<file path="src/rtl/data_mem_arbiter.sv">
// Two-port arbiter in front of the data-memory BRAM, with a one-word-per-cycle zero-fill sequencer.
// Define ARB_ROUND_ROBIN_EN for round-robin contention handling; fixed priority (port 0) otherwise.
module data_mem_arbiter #(
    parameter int MEM_SIZE = 1024,
    parameter int IDX_W    = $clog2(MEM_SIZE)
) (
    input  logic        clk,
    input  logic        rst,
    input  logic        req0_valid,
    output logic        req0_ready,
    input  logic        req0_we,
    input  logic [31:0] req0_addr,
    input  logic [31:0] req0_wdata,
    input  logic        req1_valid,
    output logic        req1_ready,
    input  logic        req1_we,
    input  logic [31:0] req1_addr,
    input  logic [31:0] req1_wdata,
    output logic        rsp0_valid,
    output logic [31:0] rsp0_rdata,
    output logic        rsp1_valid,
    output logic [31:0] rsp1_rdata,
    input  logic        clear_start,
    output logic        clear_busy,
    output logic        clear_done,
    output logic [31:0] mem_read_addr,
    input  logic [31:0] mem_read_data,
    output logic [31:0] mem_write_addr,
    output logic [31:0] mem_write_data,
    output logic        mem_write_enable
);

    // state  | meaning
    // IDLE   | arbitrate requests, one grant per cycle
    // CLEAR  | zero-fill memory, requests held off
    typedef enum logic {S_IDLE, S_CLEAR} state_t;

    state_t           state_q, state_d;
    logic [IDX_W-1:0] cnt_q, cnt_d;
    logic             rsp_pend_q, rsp_pend_d;
    logic             rsp_port_q, rsp_port_d;
    logic             rsp_oob_q, rsp_oob_d;
    logic             done_q, done_d;

    logic             gnt_port;
    logic             sel_we;
    logic [31:0]      sel_addr;
    logic [31:0]      sel_wdata;
    logic             sel_oob;

`ifdef ARB_ROUND_ROBIN_EN
    logic             last_q, last_d;
`endif

    always_comb begin
        gnt_port = 1'b0;
        if (req0_valid && req1_valid) begin
`ifdef ARB_ROUND_ROBIN_EN
            gnt_port = ~last_q;
`else
            gnt_port = 1'b0;
`endif
        end else begin
            gnt_port = req1_valid;
        end
        sel_we    = gnt_port ? req1_we    : req0_we;
        sel_addr  = gnt_port ? req1_addr  : req0_addr;
        sel_wdata = gnt_port ? req1_wdata : req0_wdata;
        sel_oob   = (sel_addr >= 32'(MEM_SIZE));
    end

    always_comb begin
        state_d          = state_q;
        cnt_d            = cnt_q;
        rsp_pend_d       = 1'b0;
        rsp_port_d       = rsp_port_q;
        rsp_oob_d        = rsp_oob_q;
        done_d           = 1'b0;
        req0_ready       = 1'b0;
        req1_ready       = 1'b0;
        clear_busy       = 1'b0;
        mem_read_addr    = 32'h0;
        mem_write_addr   = 32'h0;
        mem_write_data   = 32'h0;
        mem_write_enable = 1'b0;
`ifdef ARB_ROUND_ROBIN_EN
        last_d           = last_q;
`endif
        case (state_q)
            S_IDLE: begin
                if (clear_start) begin
                    state_d = S_CLEAR;
                    cnt_d   = '0;
                end else if (rst && (req0_valid || req1_valid)) begin
                    req0_ready = ~gnt_port;
                    req1_ready = gnt_port;
`ifdef ARB_ROUND_ROBIN_EN
                    last_d     = gnt_port;
`endif
                    if (sel_we) begin
                        // Out-of-range writes are accepted but never reach the BRAM.
                        mem_write_enable = ~sel_oob;
                        mem_write_addr   = sel_addr;
                        mem_write_data   = sel_wdata;
                    end else begin
                        mem_read_addr = sel_addr;
                        rsp_pend_d    = 1'b1;
                        rsp_port_d    = gnt_port;
                        rsp_oob_d     = sel_oob;
                    end
                end
            end
            S_CLEAR: begin
                clear_busy       = 1'b1;
                mem_write_enable = 1'b1;
                mem_write_addr   = 32'(cnt_q);
                if (cnt_q == IDX_W'(MEM_SIZE - 1)) begin
                    state_d = S_IDLE;
                    done_d  = 1'b1;
                end else begin
                    cnt_d = cnt_q + IDX_W'(1);
                end
            end
            default: state_d = S_IDLE;
        endcase
    end

    always_comb begin
        rsp0_valid = rsp_pend_q & ~rsp_port_q;
        rsp1_valid = rsp_pend_q & rsp_port_q;
        rsp0_rdata = (rsp0_valid && !rsp_oob_q) ? mem_read_data : 32'h0;
        rsp1_rdata = (rsp1_valid && !rsp_oob_q) ? mem_read_data : 32'h0;
        clear_done = done_q;
    end

    always_ff @(posedge clk or negedge rst) begin
        if (!rst) begin
            state_q    <= S_IDLE;
            cnt_q      <= '0;
            rsp_pend_q <= 1'b0;
            rsp_port_q <= 1'b0;
            rsp_oob_q  <= 1'b0;
            done_q     <= 1'b0;
        end else begin
            state_q    <= state_d;
            cnt_q      <= cnt_d;
            rsp_pend_q <= rsp_pend_d;
            rsp_port_q <= rsp_port_d;
            rsp_oob_q  <= rsp_oob_d;
            done_q     <= done_d;
        end
    end

`ifdef ARB_ROUND_ROBIN_EN
    always_ff @(posedge clk or negedge rst) begin
        if (!rst) last_q <= 1'b1;
        else      last_q <= last_d;
    end
`endif

endmodule

</file>
<file path="config.mk">
export PLATFORM = sky130hd
export DESIGN_NAME = data_mem_arbiter
export DESIGN_NICKNAME = d
export VERILOG_FILES = /design/src/rtl/data_mem_arbiter.sv
export SDC_FILE = /design/constraint.sdc
export NUM_CORES = 1
export LEC_CHECK = 0
export ABC_AREA = 1
export CORE_AREA = 4 4 127 129
export CTS_BUF_LIST = sky130_fd_sc_hd__clkbuf_2
export CTS_CLUSTER_DIAMETER = 30
export DETAILED_ROUTE_END_ITERATION = 10
export DIE_AREA = 0 0 131 133
export HOLD_SLACK_MARGIN = 0.08
export PLACE_DENSITY_LB_ADDON = 0.2
export SYNTH_ARGS = -nofsm -noshare
export SYNTH_HDL_FRONTEND = slang
export SYNTH_SLANG_ARGS = --single-unit
</file>
<file path="constraint.sdc">
create_clock -name clk -period 1.79 [get_ports clk]
set_clock_uncertainty 0.2 [all_clocks]
set_input_delay 0.358 -clock clk [delete_from_list [all_inputs] [get_ports clk]]
set_output_delay 0.358 -clock clk [all_outputs]
set_load 0.01 [all_outputs]
</file>
**After elaboration in Yosys (flattened, before gate mapping)**

Index checks and enable logic that the tools add are counted.

- Register bits after elaboration: 15
- Input bits: 167
- Logic and storage cells: 68

- Add/sub/neg operators: 1
- Multiplexer cells: 41
- Reduce and logical (&&, ||, !) cells: 8
- Bitwise operators: 8
- Magnitude comparators: 1
- Eq/ne operators: 3

Operators by type and width:

| cell | count |
|---|---|
| $mux W32 | 15 |
| $pmux W32 S2 | 1 |
| $ge A32 B11 Y1 const B | 1 |
| $mux W1 | 20 |
| $mux W10 | 2 |
| $pmux W10 S2 | 1 |
| $add A10 B1 Y10 const B | 1 |
| $eq A10 B10 Y1 const B | 1 |
| $not A1 Y1 | 6 |
| $logic_and A1 B1 Y1 | 4 |
| $ne A2 B2 Y1 const B | 2 |
| $pmux W1 S2 | 2 |
| $reduce_and A4 Y1 | 1 |
| $and A1 B1 Y1 | 2 |
| $reduce_and A2 Y1 | 1 |
| $logic_not A1 Y1 | 1 |
| $logic_or A1 B1 Y1 | 1 |

**Depth between registers and ports, before layout**

Gate-level depths: netlist of run 1.

- Word-level depth: 9
- Depth in mapped cells: 11
- Mapped depth without buffers: 10

**Worst setup path before layout of run 1**

Ideal clock, no wire load.

- Path type: register to output
- Start point: register state_q
- End point: output mem_write_data[10]
- Data arrival time: 1470 ps
- Data required time: 1232 ps
- Stages on the path, launching flop included: 7
- Path buffers: 3
- Path slack: -238 ps
- Path through: dfrtp_1 > buf_2 > inv_1 > buf_2 > clkbuf_1 > nand3_1 > a21oi_1

- Cells in the longest elaborated chain, start to end: 1

Ends and longest elaborated chain:

| item | RTL line | RTL |
|---|---|---|
| start, declared | 38 | `state_t state_q, state_d;` |
| start signal, assigned | 145 | `state_q <= state_d;` |
| $mux W32 | 89 | `case (state_q)` |
| end, declared | 29 | `output logic [31:0] mem_write_data,` |

No other way between the ends.

**Worst setup path after layout of run 1**

- Start point: input req0_valid
- End point: output mem_write_addr[1]

- Cells in the longest elaborated chain, start to end: 7
- Elaborated cells on any way between the ends: 10

Ends and longest elaborated chain:

| item | RTL line | RTL |
|---|---|---|
| start, declared | 9 | `input logic req0_valid,` |
| $logic_and A1 B1 Y1 | 57 | `if (req0_valid && req1_valid) begin` |
| $mux W1 | 57 |  |
| $mux W32 or $mux W1 (tied branches) | 67, 66 |  |
| $mux W32 | 100 | `if (sel_we) begin` |
| $mux W32 (*) | 94 | `end else if (rst && (req0_valid \|\| req1_valid)) begin` |
| $mux W32 (*) | 91 | `if (clear_start) begin` |
| $pmux W32 S2 (*) | 89 |  |
| end, declared | 28 | `output logic [31:0] mem_write_addr,` |

Every way passes the cells marked *; elsewhere a longest branch is shown, timed or not.

==> results of run 1 <==
==> final timing paths <==
check	startpoint	to	slack, ps	cells after the start
worst max-delay path	req0_valid	mem_write_addr[1]	-460	11
worst min-delay path	req0_valid	rsp_port_q	340	5
worst max register to register	state_q	cnt_q[7]	-20	9
worst min register to register	cnt_q[8]	cnt_q[8]	410	2
max in group asynchronous	rst	rsp_port_q	830	3
min in group asynchronous	rst	cnt_q[5]	390	3
==> per-layer routing <==
metal  wire, microns  up-vias
met3            1560       40
met1            7850     2501
met2           11000      253
met4             626        0
li1                -     2563
met5               0        -
==> layout make-up <==
| class | count | share of cell area [%] |
|---|---|---|
| sequential | 15 | 4.03 |
| inverter | 79 | 3.34 |
| clock buffer | 4 | 0.215 |
| timing repair buffer | 476 | 54.1 |
| multi-input combinational | 393 | 35.8 |
| tap | 188 | 2.52 |
==> flip-flops by register name, summed over array words and instances, names as in the netlist <==
name / count
clear_done: 1
cnt_q: 10
rsp_oob_q: 1
rsp_pend_q: 1
rsp_port_q: 1
state_q: 1
==> critical path, cell delays in order <==
cell and delay, ps:
buf_8 110, nor2_4 120, or2_4 140, o21ai_4 70, nor2_4 180, buf_6 150
nand2_8 60, buf_12 130, buf_16 140, o22ai_2 80, buf_2 150
==> layout by cell type, fill, tap and decap left out, types with 6 or more instances in the layout <==
master	netlist	routed
nand3_4	0	18
nor2_4	1	93
dfrtp_1	15	15
nand3_2	0	34
buf_2	16	72
nor2_1	136	23
inv_1	76	69
nor2_2	1	22
buf_6	1	138
clkdlybuf4s50_1	0	160
nand2_1	81	71
nand3_1	86	34
a21oi_2	0	30
buf_16	0	8
buf_4	2	50
o22ai_2	0	6
clkbuf_16	0	10
buf_12	0	23
buf_8	0	9
o21ai_0	13	9
inv_2	3	6
==> power groups by stage <==
stage | registers [mW] | logic (mW) | clock network [mW]
global placement | 0.501 | 1.56 | 0
detailed placement | 0.504 | 1.56 | 0
floorplan | 0.531 | 0.617 | 0
CTS | 0.498 | 1.66 | 0.176
global route | 0.512 | 1.99 | 0.190
finish | 0.499 | 1.84 | 0.177
==> through the flow <==
step                      instances  hold slack [ps]  power [mW]
after floorplan                 524             -138        1.15
after global placement         1072              352        2.06
after detailed placement       1072              368        2.07
after CTS                      1134              390        2.33
after global routing           1155              354        2.69
final                          1155              344        2.51
==> repair_timing <==
item	4_1_cts	5_1_grt
endpoints found under the setup margin	168	180
setup buffers	44	28
cloned	15	13
hold buffers	1	0
pin swaps	13	77
endpoints found under the hold margin	15	0
resized for setup	802	377
==> kinds of logic (layout without fill, tap and decap cells) <==
logic type,after synthesis,in the layout,share of synthesized area [%]
AOI/OAI and AO/OA,60,60,12.2
muxes,10,10,3.78
DFF,15,15,14.2
adders and majority gates,1,1,0.472
xor gates and xnor gates,2,2,0.661
buffers and inverters,116,559,17.7
and+or+nand+nor,320,320,51.0
==> results.sh, run 1 <==
export IMPL_start_util_pct=17.6
export IMPL_slew_headroom_pct=71.2
export IMPL_clkLatencyLatePin_ps=290
export IMPL_vias_per_cell=4.64
export IMPL_num_antenna_cells=0
export IMPL_violations="negative setup slack"
export IMPL_syn_num_nets=692
export IMPL_first_pass_iters=4
export IMPL_critPathCaptureType="primary output"
export IMPL_power_density_nw_per_um2=269
export IMPL_multiInputGateArea_sq_um=3340
export IMPL_grt_use_met2_pct=36.2
export IMPL_yosysSeqAreaShare_pct=14.2
export IMPL_grt_pass1_wl_microns=27300
export IMPL_routed_wl_microns=21100
export IMPL_worst_pin_slew_ps=420
export IMPL_netSwitchingFraction_pct=42.0
export IMPL_internal_power_mw=1.46
export IMPL_clock_root_buffer="clkbuf_2"
export IMPL_num_vias=5357
export IMPL_drive_above_1_share_pct=57.7
export IMPL_crit_type="in -> out"
export IMPL_fillers=1278
export IMPL_worst_ep_required_time_ps=1230
export IMPL_grt_use_total_pct=19.5
export IMPL_use_met3_pct=4.20
export IMPL_htreeDepth=1
export IMPL_netlist_area_leader_share_pct=19.3
export IMPL_place_worst_setup_slack_ps=-1200
export IMPL_ys_top_cells_by_area="nor2_1, nand3_1, dfrtp_1, nand2_1, inv_1"
export IMPL_synth_cell_types=31
export IMPL_hold_viol=0
export IMPL_rsz0062_at_grt="yes"
export IMPL_nNetsFinal=1136
export IMPL_seq_area_sq_um=375
export IMPL_max_cap_violations=0
export IMPL_cp_arrival_ps=1690
export IMPL_seq_power_share_pct=19.9
export IMPL_hpwlAfterDp_microns=13600
export IMPL_irDropWorstVdd_mv=0.341
export IMPL_syn_inst=524
export IMPL_worstPathMaxFanout=6
export IMPL_grt_pass1_vias=5042
export IMPL_status="finished with violations"
export IMPL_cts_buffers=3
export IMPL_stdcell_area_sq_um=9320
export IMPL_drt_initial_drc_count=209
export IMPL_leakagePower_nw=4.05
export IMPL_synth_edf_count=0
export IMPL_setup_tns_ps=-50350
export IMPL_clkSinkCount=15
export IMPL_core_area_sq_um=15000
export IMPL_num_io_pins=334
export IMPL_rows=45
export IMPL_syn_area_sq_um=2650
export IMPL_top_usage_layer="met2"
export IMPL_layout_min_cycle_time_ps=2250
export IMPL_synthMostInstantiatedCell="nor2_1"
export IMPL_grtUsageMet1_pct=22.7
export IMPL_avgSynthCellArea_sq_um=5.06
export IMPL_dieHeight_microns=133
export IMPL_fin_ws_ps=-460
export IMPL_switchingPower_mw=1.06
export IMPL_fin_crit_sh_pct=126
export IMPL_synthArstFlopShare_pct=100
export IMPL_place_congestion=0.850
export IMPL_cts_max_path_buffers=2
export IMPL_tritoncts="yes"
export IMPL_clk_pin_slew_ps=150
export IMPL_ys_top_cells_by_count="nor2_1, nand3_1, nand2_1, inv_1, a21oi_1"
export IMPL_p_clk_share_pct=7.1
export IMPL_placed_area_sq_um=6960
export IMPL_setup_viol=167
export IMPL_fp_dieArea_sq_um=17400
export IMPL_utilization_pct=62.0
export IMPL_synth_ff_type="dfrtp_1"
export IMPL_start_kind="primary input"
export IMPL_ys_seq_elements=15
export IMPL_grt_start_max_net_pins=33
export IMPL_wl_per_cell_microns=18.2
export IMPL_die_w_microns=131
export IMPL_hp_class="in -> reg"
export IMPL_grt_overflow_total=0
export IMPL_combPwrFrac_pct=73.1
export IMPL_grt_antenna_before_repair=0
export IMPL_antenna_left=0
export IMPL_yosysWarnings=0
export IMPL_io_buffers=333
export IMPL_max_freq_ghz=0.444
export IMPL_drc_errors=0
export IMPL_area_growth_pct=252
export IMPL_synth_largest_area_cell="nor2_1"
export IMPL_slew_violations=0
No activity file was read; power rests on OpenSTA's default activity.
==> run 2: changes to the inputs <==
- TNS_END_PERCENT: not set -> 30
==> results.sh, run 2 (same netlist as run 1, synthesis figures left out) <==
export IMPL_status="finished with violations"
export IMPL_violations="negative setup slack"
export IMPL_htreeDepth=1
export IMPL_regMostFlops="cnt_q"
export IMPL_final_common_cell="clkdlybuf4s50_1"
export IMPL_slew_violations=0
export IMPL_clock_root_buffer="clkbuf_2"
export IMPL_critPathCaptureType="primary output"
export IMPL_mostFrequentLayoutCells="clkdlybuf4s50_1, buf_2, nand3_1"
export IMPL_worstPathMaxFanout=13
export IMPL_first_pass_iters=4
export IMPL_holdPathStages=2
export IMPL_place_worst_setup_slack_ps=-1320
export IMPL_area_growth_pct=196
export IMPL_worst_pin_slew_ps=357
export IMPL_slew_headroom_pct=75.7
export IMPL_fp_dieArea_sq_um=17400
export IMPL_vias_per_cell=4.46
export IMPL_hold_viol=0
export IMPL_grt_overflow_total=0
export IMPL_layout_min_cycle_time_ps=2210
export IMPL_start_util_pct=17.6
export IMPL_cts_buffers=3
export IMPL_fillers=1497
export IMPL_rsz0062_at_grt="yes"
export IMPL_cp_arrival_ps=1650
export IMPL_leakagePower_nw=3.76
export IMPL_grt_pass1_wl_microns=25700
export IMPL_power_density_nw_per_um2=314
export IMPL_grt_antenna_before_repair=2
export IMPL_crit_top_cell="buf_6"
export IMPL_cp_slowest_cell="nor4_4"
export IMPL_drc_errors=0
export IMPL_grt_use_total_pct=18.5
export IMPL_io_buffers=333
export IMPL_grt_pass1_vias=4893
export IMPL_num_vias=5033
export IMPL_num_io_pins=334
export IMPL_max_cap_violations=0
export IMPL_nNetsFinal=1108
export IMPL_clkSinkCount=15
export IMPL_core_area_sq_um=15000
export IMPL_total_power_mw=2.47
export IMPL_tritoncts="yes"
export IMPL_drt_initial_drc_count=102
export IMPL_routed_wl_microns=17900
export IMPL_antenna_left=0
export IMPL_cp_cell_sequence="buf_8 > buf_6 > nor2_4 > buf_6 > buf_12 > buf_4 > buf_16 > nor2_1 > nor4_4 > buf_2"
export IMPL_place_congestion=0.817
export IMPL_worstRegToRegCells=8
export IMPL_cts_max_path_buffers=2
export IMPL_dieHeight_microns=133
export IMPL_hp_class="reg -> reg"
export IMPL_rows=45
export IMPL_start_kind="primary input"
export IMPL_utilization_pct=52.2
export IMPL_grt_start_max_net_pins=26
export IMPL_max_freq_ghz=0.453
export IMPL_hpwlAfterDp_microns=13800
export IMPL_drive_above_1_share_pct=49.4
export IMPL_wl_per_cell_microns=15.9
export IMPL_worst_r2r_setup_slack_ps=140
export IMPL_largest_reg_flops=10
export IMPL_clk_pin_slew_ps=170
export IMPL_fin_crit_sh_pct=123
export IMPL_crit_type="in -> out"
export IMPL_irDropWorstVdd_mv=0.236
export IMPL_setup_viol=163
export IMPL_setup_tns_ps=-43260
export IMPL_worst_ep_required_time_ps=1230
export IMPL_cp_slowest_stage_delay_ps=220
export IMPL_die_w_microns=131
export IMPL_clkLatencyLatePin_ps=290
export IMPL_fin_ws_ps=-416
-- run 2: what timing repair did --
action / in CTS / in global routing
endpoints found under the setup margin: 169 / 176
setup buffers: 19 / 11
hold endpoints to repair: 15 / 0
gates cloned: 8 / 3
hold buffers: 1 / 0
pin swaps: 10 / 35
resized for setup: 765 / 166
-- run 2: per-layer routing --
metal	part of all wire (%)	GRT usage (%)	wire, microns
met1	35	19.6	6310
met2	53	35.3	9450
met3	10	5.53	1850
met4	1.6	3.60	283
met5	0	0	0
-- run 2: stage by stage --
stage,instance area [sq um],hold WS [ps],instances
global route,7850,342,1129
CTS,7350,319,1121
global placement,7000,279,1089
detailed placement,7000,282,1089
floorplan,2960,-138,524
finish,7850,316,1129
-- run 2: cell type report --
cell class	count	area, sq um	share of cell area [%]
repair buffers	448	4250	54.2
multi-input cells	393	2660	33.9
flip-flops and latches	15	375	4.78
inverters	79	304	3.87
well taps	188	235	3.00
clock buffers	3	15.0	0.191
clock inverters	1	5.00	0.0637
diodes	2	5.00	0.0637
-- run 2: critical path, delay by kind of cell --
kind	cells	cell delay, ps
buffers and inverters	7	900
and+or+nand+nor	3	390
-- run 2: final timing paths --
path / startpoint / to
worst min register to register: rsp_oob_q / rsp_oob_q
worst max register to register: cnt_q[0] / cnt_q[7]
min in group asynchronous: rst / clear_done
worst min-delay path: rsp_oob_q / rsp_oob_q
max in group asynchronous: rst / cnt_q[6]
worst max-delay path: req0_valid / mem_write_data[30]
-- run 2: where the power goes --
group,total (mW),internal (mW),switching [mW]
Combinational,1.80,0.963,0.835
Clock,0.171,0.0506,0.120
Sequential,0.501,0.438,0.0625
==> run 3: changes to the inputs <==
- PLACE_DENSITY_LB_ADDON: 0.2 -> 0.12
==> results.sh, run 3 (same netlist as run 1, synthesis figures left out) <==
export IMPL_max_freq_ghz=0.447
export IMPL_grt_antenna_before_repair=1
export IMPL_clkSinkCount=15
export IMPL_max_cap_violations=0
export IMPL_grt_use_total_pct=19.1
export IMPL_die_w_microns=131
export IMPL_hp_class="reg -> reg"
export IMPL_worst_r2r_setup_slack_ps=-50
export IMPL_dieHeight_microns=133
export IMPL_num_io_pins=334
export IMPL_fin_crit_sh_pct=125
export IMPL_cp_num_buf_inv=5
export IMPL_cp_cell_sequence="buf_8 > buf_6 > nor2_4 > or2_4 > o21ai_4 > nor2_4 > buf_12 > nand2_8 > buf_8 > o22ai_2 > buf_2"
export IMPL_io_buffers=333
export IMPL_area_growth_pct=200
export IMPL_slew_violations=0
export IMPL_status="finished with violations"
export IMPL_regMostFlops="cnt_q"
export IMPL_hold_slack_ps=390
export IMPL_wl_per_cell_microns=16.9
export IMPL_drc_errors=0
export IMPL_worst_ep_required_time_ps=1230
export IMPL_place_congestion=0.849
export IMPL_final_common_cell="clkdlybuf4s50_1"
export IMPL_fin_ws_ps=-448
export IMPL_crit_family="buffers and inverters"
export IMPL_num_vias=5156
export IMPL_first_pass_iters=4
export IMPL_grt_overflow_total=0
export IMPL_cts_max_path_buffers=2
export IMPL_clock_root_buffer="clkbuf_2"
export IMPL_nNetsFinal=1116
export IMPL_cts_buffers=3
export IMPL_crit_cells=11
export IMPL_reg2reg_from="state_q"
export IMPL_tritoncts="yes"
export IMPL_drive_above_1_share_pct=50.8
export IMPL_layout_cells_non_filler=1136
export IMPL_cp_slowest_stage_delay_ps=190
export IMPL_place_worst_setup_slack_ps=-1280
export IMPL_min_from="rsp_oob_q"
export IMPL_startpoint="req0_valid"
export IMPL_start_util_pct=17.6
export IMPL_setup_tns_ps=-45900
export IMPL_grt_start_max_net_pins=51
export IMPL_power_density_nw_per_um2=314
export IMPL_layout_min_cycle_time_ps=2240
export IMPL_rows=45
export IMPL_antenna_left=0
export IMPL_clk_pin_slew_ps=170
export IMPL_fillers=1446
export IMPL_hold_viol=0
export IMPL_mostFrequentLayoutCells="clkdlybuf4s50_1, buf_2, buf_4"
export IMPL_routed_wl_microns=19200
export IMPL_leakagePower_nw=3.82
export IMPL_hpwlAfterDp_microns=13900
export IMPL_irDropWorstVdd_mv=0.294
export IMPL_worstPathMaxFanout=6
export IMPL_drt_initial_drc_count=104
export IMPL_violations="negative setup slack"
export IMPL_core_area_sq_um=15000
export IMPL_largest_reg_flops=10
export IMPL_crit_type="in -> out"
export IMPL_setup_viol=171
export IMPL_critPathCaptureType="primary output"
export IMPL_place_inst=1081
export IMPL_total_power_mw=2.50
export IMPL_holdPathStages=3
export IMPL_start_kind="primary input"
export IMPL_fp_dieArea_sq_um=17400
export IMPL_cp_arrival_ps=1680
export IMPL_worstRegToRegCells=11
export IMPL_grt_pass1_vias=5176
export IMPL_vias_per_cell=4.54
export IMPL_cp_slowest_cell="nor2_4"
export IMPL_grt_pass1_wl_microns=26700
export IMPL_slew_headroom_pct=78.2
export IMPL_worst_pin_slew_ps=321
export IMPL_clkLatencyLatePin_ps=300
export IMPL_htreeDepth=1
export IMPL_rsz0062_at_grt="yes"
==> run 3: layer usage <==
layer	vias up	part of all wire (%)	global-route usage [%]
met3	26	8.1	4.40
li1	2504	-	-
met1	2390	35	19.6
met2	236	54	37.9
met4	0	2.0	4.34
met5	-	0	0
==> run 3: report_power, final <==
group | switching, mW | internal, mW
Clock | 0.122 | 0.0506
Combinational | 0.863 | 0.957
Sequential | 0.0685 | 0.438
==> run 3: stage by stage <==
stage / instance area (sq um) / utilization (%)
after floorplan: 2960 / -
after detailed placement: 6900 / 45.9
after CTS: 7180 / 47.7
final: 7950 / 52.9
after global placement: 6900 / 45.9
after global routing: 7950 / 52.9
==> run 3: layout make-up <==
| type | instances | area, sq um | share of cell area [%] |
|---|---|---|---|
| timing repair buffer | 456 | 4230 | 53.2 |
| tap | 188 | 235 | 2.96 |
| multi-input combinational | 393 | 2770 | 34.8 |
| sequential | 15 | 375 | 4.72 |
| clock buffer | 3 | 15.0 | 0.189 |
| clock inverter | 1 | 5.00 | 0.0629 |
| antenna | 1 | 2.50 | 0.0315 |
| inverter | 79 | 314 | 3.95 |
==> run 3: tightest hold or removal path, delay by kind of cell (launching register included) <==
family / cells / cell delay [ps]
buf+inv: 1 / 100
simple gates: 2 / 90
flops: 1 / 380
==> run 3: repair_timing <==
action,4_1_cts,5_1_grt
setup buffers,28,10
cloned,9,6
hold buffers,1,0
hold endpoints to repair,15,0
setup endpoints to repair,169,177
pin swaps,64,34
gates resized for setup,815,175
==> run 3: worst paths after layout <==
path                                      to
setup / recovery           mem_write_addr[2]
hold / removal                     rsp_oob_q
setup reg to reg                    cnt_q[5]
hold reg to reg                    rsp_oob_q
max in group asynchronous           cnt_q[4]
min in group asynchronous         rsp_pend_q
